===== src/rtl/mc_ctrl_pkg.sv =====
// Shared control definitions: sequencer states, instruction classes and the
// opcode/funct encodings recognised by the multi-cycle core.
package mc_ctrl_pkg;

   typedef enum logic [2:0] {
      ST_IDLE = 3'd0,
      ST_S0   = 3'd1,
      ST_S1   = 3'd2,
      ST_S2   = 3'd3,
      ST_S3   = 3'd4,
      ST_S4   = 3'd5,
      ST_HALT = 3'd6
   } state_e;

   typedef enum logic [2:0] {
      CLS_RTYPE = 3'd0,
      CLS_LW    = 3'd1,
      CLS_SW    = 3'd2,
      CLS_BEQ   = 3'd3,
      CLS_J     = 3'd4,
      CLS_ILL   = 3'd5
   } cls_e;

   localparam logic [5:0] OP_RTYPE = 6'h00;
   localparam logic [5:0] OP_LW    = 6'h23;
   localparam logic [5:0] OP_SW    = 6'h2B;
   localparam logic [5:0] OP_BEQ   = 6'h04;
   localparam logic [5:0] OP_J     = 6'h02;

   localparam logic [5:0] F_ADD = 6'h20;
   localparam logic [5:0] F_SUB = 6'h22;
   localparam logic [5:0] F_AND = 6'h24;
   localparam logic [5:0] F_OR  = 6'h25;
   localparam logic [5:0] F_SLT = 6'h2A;

   // One-hot phase strobe vector {P4..P0} for a state; IDLE/HALT give zero.
   function automatic logic [4:0] phase_onehot(input state_e s);
      logic [4:0] v;
      v = 5'b00000;
      case (s)
         ST_S0:   v = 5'b00001;
         ST_S1:   v = 5'b00010;
         ST_S2:   v = 5'b00100;
         ST_S3:   v = 5'b01000;
         ST_S4:   v = 5'b10000;
         default: v = 5'b00000;
      endcase
      return v;
   endfunction

endpackage


===== src/rtl/instr_class_decode.sv =====
// Combinational instruction classifier: (Op, IRFunc) -> instruction class.
module instr_class_decode
   import mc_ctrl_pkg::*;
(
   input  logic [5:0] Op,
   input  logic [5:0] IRFunc,
   output cls_e       cls
);

   // Map the opcode (and funct for R-type) onto a class; unknowns are ILL.
   always_comb begin
      cls = CLS_ILL;
      case (Op)
         OP_RTYPE: begin
            case (IRFunc)
               F_ADD, F_SUB, F_AND, F_OR, F_SLT: cls = CLS_RTYPE;
               default:                          cls = CLS_ILL;
            endcase
         end
         OP_LW:   cls = CLS_LW;
         OP_SW:   cls = CLS_SW;
         OP_BEQ:  cls = CLS_BEQ;
         OP_J:    cls = CLS_J;
         default: cls = CLS_ILL;
      endcase
   end

endmodule


===== src/rtl/mc_phase_sequencer.sv =====
// Multi-cycle phase sequencer: walks each instruction through its IF/ID/EX/
// MEM/WB phases, stalls on memory, halts on illegal encodings and counts
// retired instructions.
module mc_phase_sequencer
   import mc_ctrl_pkg::*;
#(
   parameter int CNT_W = 16
)(
   input  logic             clk,
   input  logic             clr,
   input  logic             run,
   input  logic             mem_ready,
   input  logic [5:0]       Op,
   input  logic [5:0]       IRFunc,
   output logic             P0,
   output logic             P1,
   output logic             P2,
   output logic             P3,
   output logic             P4,
   output logic             P,
   output logic             illegal,
   output logic             retire,
   output logic [CNT_W-1:0] retire_count
);

   state_e           state_q, state_d;
   cls_e             cls_q, cls_d;
   cls_e             cls_dec;
   logic             illegal_q, illegal_d;
   logic [CNT_W-1:0] count_q, count_d;
   logic [4:0]       phase_q;
   logic             busy_q;
   logic             last_phase;

   instr_class_decode u_decode (
      .Op     (Op),
      .IRFunc (IRFunc),
      .cls    (cls_dec)
   );

   // Next-state logic; last_phase marks the final cycle of an instruction's
   // path, which is also the retire strobe. Op/IRFunc are only looked at in S1.
   always_comb begin
      state_d    = state_q;
      cls_d      = cls_q;
      illegal_d  = illegal_q;
      last_phase = 1'b0;
      case (state_q)
         ST_IDLE: if (run) state_d = ST_S0;
         ST_S0:   if (mem_ready) state_d = ST_S1;
         ST_S1: begin
            cls_d = cls_dec;
            if (cls_dec == CLS_ILL) begin
               state_d   = ST_HALT;
               illegal_d = 1'b1;
            end else if (cls_dec == CLS_J) begin
               last_phase = 1'b1;
            end else begin
               state_d = ST_S2;
            end
         end
         ST_S2: begin
            case (cls_q)
               CLS_BEQ:   last_phase = 1'b1;
               CLS_RTYPE: state_d = ST_S4;
               default:   state_d = ST_S3;
            endcase
         end
         ST_S3: begin
            if (mem_ready) begin
               if (cls_q == CLS_SW) last_phase = 1'b1;
               else                 state_d = ST_S4;
            end
         end
         ST_S4:   last_phase = 1'b1;
         ST_HALT: state_d = ST_HALT;
         default: state_d = ST_IDLE;
      endcase
      // Instruction boundary: run decides between the next fetch and IDLE.
      if (last_phase) state_d = run ? ST_S0 : ST_IDLE;
      count_d = count_q + {{(CNT_W-1){1'b0}}, last_phase};
   end

   // State, class, sticky flag, counter and registered phase strobes.
   always_ff @(posedge clk) begin
      if (clr) begin
         state_q   <= ST_IDLE;
         cls_q     <= CLS_ILL;
         illegal_q <= 1'b0;
         count_q   <= '0;
         phase_q   <= 5'b00000;
         busy_q    <= 1'b0;
      end else begin
         state_q   <= state_d;
         cls_q     <= cls_d;
         illegal_q <= illegal_d;
         count_q   <= count_d;
         phase_q   <= phase_onehot(state_d);
         busy_q    <= |phase_onehot(state_d);
      end
   end

   assign P0           = phase_q[0];
   assign P1           = phase_q[1];
   assign P2           = phase_q[2];
   assign P3           = phase_q[3];
   assign P4           = phase_q[4];
   assign P            = busy_q;
   assign illegal      = illegal_q;
   assign retire       = last_phase;
   assign retire_count = count_q;

endmodule


===== config.mk =====
export PLATFORM = sky130hd
export DESIGN_NAME = mc_phase_sequencer
export DESIGN_NICKNAME = d
export VERILOG_FILES = /design/src/rtl/mc_ctrl_pkg.sv /design/src/rtl/instr_class_decode.sv /design/src/rtl/mc_phase_sequencer.sv
export SDC_FILE = /design/constraint.sdc
export NUM_CORES = 1
export LEC_CHECK = 0
export ABC_AREA = 1
export CELL_PAD_IN_SITES_DETAIL_PLACEMENT = 1
export CELL_PAD_IN_SITES_GLOBAL_PLACEMENT = 1
export CORE_ASPECT_RATIO = 0.5
export CORE_MARGIN = 1
export CORE_UTILIZATION = 25
export DETAILED_ROUTE_END_ITERATION = 10
export PLACE_DENSITY_LB_ADDON = 0.05
export SYNTH_ARGS = -nofsm -noshare
export SYNTH_HDL_FRONTEND = slang
export SYNTH_HIERARCHICAL = 1
export SYNTH_SLANG_ARGS = --single-unit
export TNS_END_PERCENT = 20

===== constraint.sdc =====
create_clock -name clk -period 4.4 [get_ports clk]
set_input_delay 0.44 -clock clk [delete_from_list [all_inputs] [get_ports clk]]
set_output_delay 0.44 -clock clk [all_outputs]
set_load 0.01 [all_outputs]

[Word-level counts from Yosys, hierarchy flattened]
Index checks and enable logic that the tools add are counted.
Word-level totals
  register bits after elaboration: 29
  word-level logic and storage cells: 57
  input bits: 16
  output and inout port bits: 24
Cells by class
  reductions and logical operators: 6
  mux-type cells: 20
  add/subtract/negate cells: 1
  equality and inequality tests: 24
Operators with widths (count)
  == test 6 bit, second input constant: 7
  one-hot mux 5 bit (5 select lines): 1
  two-way mux 3 bit: 8
  == test 3 bit, second input constant: 7
  one-hot mux 3 bit (7 select lines): 1
  == test 3 x 2 -> 1 bit, second input constant: 6
  adder 16 x 1 -> 16 bit: 1
  one-hot mux 3 bit (5 select lines): 1
  OR reduction 5 bit: 2
  == test 3 x 1 -> 1 bit, second input constant: 2
  == test 6 x 2 -> 1 bit, second input constant: 1
  == test 6 x 3 -> 1 bit, second input constant: 1
  logical NOT 3 bit: 2
  logical NOT 6 bit: 1
  two-way mux 1 bit: 6
  one-hot mux 3 bit (2 select lines): 1
  two-way mux 5 bit: 1
  one-hot mux 1 bit (4 select lines): 1
  AND reduction 2 bit: 1

[Logic depth before layout (Yosys ltp)]
  depth after elaboration: 13
  gate-level depth with buffers: 23

[By module]
The synthesis kept the hierarchy.
Modules (own cells, without submodules)
  mc_phase_sequencer: area each 1416.4 sq um, times used 1, sequential area each 580.6 sq um, cells each 206
  instr_class_decode: area each 177.7 sq um, times used 1, sequential area each 0.0 sq um, cells each 42

[Worst setup path after synthesis]
No wires, ideal clock.
  path kind: in2reg
  start point: input Op[3]
  end point: register count_q[12] (netlist: retire_count[12])
  setup slack: 1892 ps
  path buffers: 0
  data arrival time: 2391 ps
  cell stages on the path: 20
  library setup time: 117 ps
  data required time: 4283 ps
  cells stage by stage: nor2_2 > nand3b_1 > inv_1 > nand2_1 > nand2_1 > inv_1 > nor2_1 > nand2_1 > nor2_1 > nor2_1 > nand2_1 > ha_1 > ha_1 > nand2_1 > nor2_1 > nand2_1 > nor3_2 > nand2_1 > o21ai_0 > nor2_1
On the way
  word-level cells in the longest chain between the ends: 7
Ends and longest elaborated chain
  start, declared: line mc_phase_sequencer.sv:13  | input logic [5:0] Op,
  == test 6 x 2 -> 1 bit, or another cell as far along: line instr_class_decode.sv:13  | case (Op)
  one-hot mux 3 bit (5 select lines) *: line instr_class_decode.sv:13
  via cls_dec[2]: line mc_phase_sequencer.sv:28  | cls_e cls_dec;
  == test 3 bit: line mc_phase_sequencer.sv:56  | end else if (cls_dec == CLS_J) begin
  two-way mux 1 bit: line mc_phase_sequencer.sv:56
  two-way mux 1 bit *: line mc_phase_sequencer.sv:53  | if (cls_dec == CLS_ILL) begin
  one-hot mux 1 bit (4 select lines) *: line mc_phase_sequencer.sv:48  | case (state_q)
  via retire: line mc_phase_sequencer.sv:22  | output logic retire,
  adder 16 x 1 -> 16 bit *: line mc_phase_sequencer.sv:81  | count_d = count_q + {{(CNT_W-1){1'b0}}, last_phase};
  end signal, assigned: line mc_phase_sequencer.sv:97  | count_q <= count_d;
  end, declared: line mc_phase_sequencer.sv:30  | logic [CNT_W-1:0] count_q, count_d;
The timed path passes the listed nets; every way through them passes the cells marked *.
A chain may end at the register's enable or synchronous reset.

[Worst setup path in the final report]
  start point: input Op[3]
  end point: register count_q[12] (netlist: retire_count[12])
On the way
  word-level cells in the longest chain between the ends: 7
Ends and longest elaborated chain (line)
  == test 6 x 2 -> 1 bit, or another cell as far along: instr_class_decode.sv:13
  one-hot mux 3 bit (5 select lines) *: instr_class_decode.sv:13
  via cls_dec[2]: mc_phase_sequencer.sv:28
  == test 3 bit: mc_phase_sequencer.sv:56
  two-way mux 1 bit: mc_phase_sequencer.sv:56
  two-way mux 1 bit *: mc_phase_sequencer.sv:53
  one-hot mux 1 bit (4 select lines) *: mc_phase_sequencer.sv:48
  adder 16 x 1 -> 16 bit *: mc_phase_sequencer.sv:81
Marks and branches as above.

==> impl_metrics.tcl <==
set metrics [dict create \
    setup_viol 0 \
    clk_pin_slew_ps 50 \
    clk_path_buf_depth 2 \
    vias_per_cell 4.42 \
    syn2layout_area_growth_pct 40.7 \
    fillCellCount 799 \
    synth_nets 266 \
    status "complete, no violations" \
    cts-resized-gates 0 \
    synth_area_leader_cell "dfxtp_1" \
    timing.final.crit_period_ps 2960 \
    grt_overflow 0 \
    cp.required_ps 4570 \
    arrival_ps 3120 \
    clk_latency_ps 270 \
    ioPinCount 40 \
    die_h_um 58.5 \
    finalMaxSlewViolations 0 \
    grt_antenna_before_repair 0 \
    worstPathMaxFanout 4 \
    rsz0062_at_grt "false" \
    die_w_um 115 \
    dr.first_iter.drc_count 49 \
    grt_pass1_vias 1605 \
    setup_tns_ps 0 \
    coreArea_um2 6110 \
    crit_type "input pin to register" \
    drc 0 \
    grt_max_degree 20 \
    cts_htree_levels 2 \
    synth_seq_cells 29 \
    root_buffer "clkbuf_16" \
    path_common_cell "nand2_1" \
    hp-class "register to register" \
    num_antenna_cells 0 \
    netlist.area_leader.share_pct 36.4 \
    synth-seq-area-share_pct 36.4 \
    fin_nets 308 \
    slowest_stage "clkdlybuf4s50_1" \
    fmax_mhz 338 \
    cts_setup_buffers 0 \
    dr.pass1.iters 4 \
    layout-drive-gt1-share_pct 7.90 \
    gp_congestion 0.777 \
    synth_top_cells_by_area "dfxtp_1 36%, nand2_1 13%, inv_1 11%" \
    start_util_pct 26.1 \
    worst_slew_pin_slew_ps 726 \
    r2r_setup_slack_ps 2000 \
    num_rows 20 \
    syn_inst 248 \
    start_kind "input pin" \
    clock-sinks 29 \
    die_area_um2 6720 \
    vias 1674 \
    power_leakage_nw 0.978 \
    totalWireLength_mm 4.23 \
    fin_crit_sh_pct 67.2 \
    cts_tree "done" \
    hold_viol 0 \
    grt_pass1_wl_mm 7.00 \
    worst_hold_slack_ps 455 \
    yosys_warnings 6 \
    dp.final_hpwl_mm 3.35 \
    grtUsageTotal_pct 13.7 \
    cts_inserted_buffers 5 \
    cp-end-kind "register" \
    max-cap-violations 0 \
    ys_types 26 \
    skew_ps 4.71 \
    crit_chain "clkdlybuf4s50_1 > nor2_2 > nand3b_1 > nand2_1 > inv_1 > nand2_1 > nand2_1 > inv_1 > nor2_1 > nand2_1 > nor2_1 > nor2_1 > nand2_1 > ha_1 > ha_1 > nand2_1 > nor2_1 > nand2_1 > nor3_2 > nand2_1 > o21ai_0 > nor2_1" \
    wl_per_cell_um 11.2 \
    holdBufCountCts 0 \
    critical_path.max_stage_delay_ps 510 \
    antenna_left 0 \
    slew_headroom_pct 51.4 \
    synth.cell_area_um2 1590 \
    portBuffers 39 \
    synth.avg_cell_area_um2 6.43 \
    ir_worst_vdd_mv 0.115 \
    power_density_nw_per_um2 368 \
]
## per-stage QoR
stage	util, %	total power [mW]	std cells	worst slack, ps	cell area [um^2]
2_1_floorplan	-	0.381	248	1890	1590
3_3_place_gp	33.9	0.431	371	1210	2070
3_5_place_dp	33.9	0.435	371	1120	2070
4_1_cts	36.7	0.845	379	1410	2240
5_1_grt	36.7	0.873	379	1010	2240
6_report	36.7	0.826	379	1440	2240
## metal layers
metal	part of all wire (%)	up-vias	GRT usage, %
li1	-	863	-
met1	46	776	15.4
met2	48	28	25.0
met3	3.7	7	3.50
met4	1.4	0	5.57
met5	0	-	0
## critical path, delay by kind of cell
family          cells  cell delay [ps]
simple gates       16             1590
compound gates      1              160
fa+ha+maj           2              340
buf+inv             3              610
## power breakdown
part           switching, mW  total (mW)  internal [mW]
Clock                  0.115       0.398          0.282
Sequential            0.0162       0.297          0.281
Combinational         0.0731       0.131         0.0578
Total                  0.205       0.826          0.621
## sequential cells by signal, indices dropped and copies added, names as in the netlist
| signal | cells |
|---|---|
| P | 1 |
| cls_q | 3 |
| illegal | 1 |
| phase_q | 5 |
| retire_count | 16 |
| state_q | 3 |
## Yosys cell counts, drive strengths merged
cell type,n
nand3b,3
nand3,16
o21ai,12
nor2,38
ha,2
nand4,7
a21oi,17
or2,1
nand2,59
nor4,1
dfxtp,29
and3,2
nor3,8
buf,3
inv,47
o21a,2
clkbuf,1
## path summary, 6_finish.rpt
path                            cells after the start               end       start
worst min register to register                      2           illegal     illegal
worst min-delay path                                2           illegal     illegal
worst max-delay path                               22  retire_count[12]       Op[3]
worst max register to register                     15  retire_count[12]  state_q[0]
## final cells by class
class                   count  area (um^2)  area share, %
flip-flops and latches     29          581           25.9
inverters                  47          176           7.86
repair buffers             39          390           17.4
clock inverters             1         30.0           1.34
multi-input cells         168          813           36.3
clock buffers               7          143           6.36
well taps                  88          110           4.91
## placed cells by master (no fill, tap or decap), drive strengths merged
cell           instances
nand2                 59
inv                   47
clkdlybuf4s50         39
nor2                  38
dfxtp                 29
a21oi                 17
nand3                 16
o21ai                 12
nor3                   8
nand4                  7
clkbuf                 7
nand3b                 3
and3                   2
o21a                   2
ha                     2
nor4                   1
or2                    1
bufinv                 1
## logic make-up (layout without fill, tap and decap cells)
| logic type | after synthesis | count (layout) | synth area share (%) |
|---|---|---|---|
| buffers and inverters | 51 | 94 | 12.6 |
| adders and majority gates | 2 | 2 | 1.57 |
| and+or+nand+nor | 135 | 135 | 38.9 |
| AOI/OAI and AO/OA | 31 | 31 | 10.5 |
| DFF | 29 | 29 | 36.4 |
(Power assumes the default switching activity.)
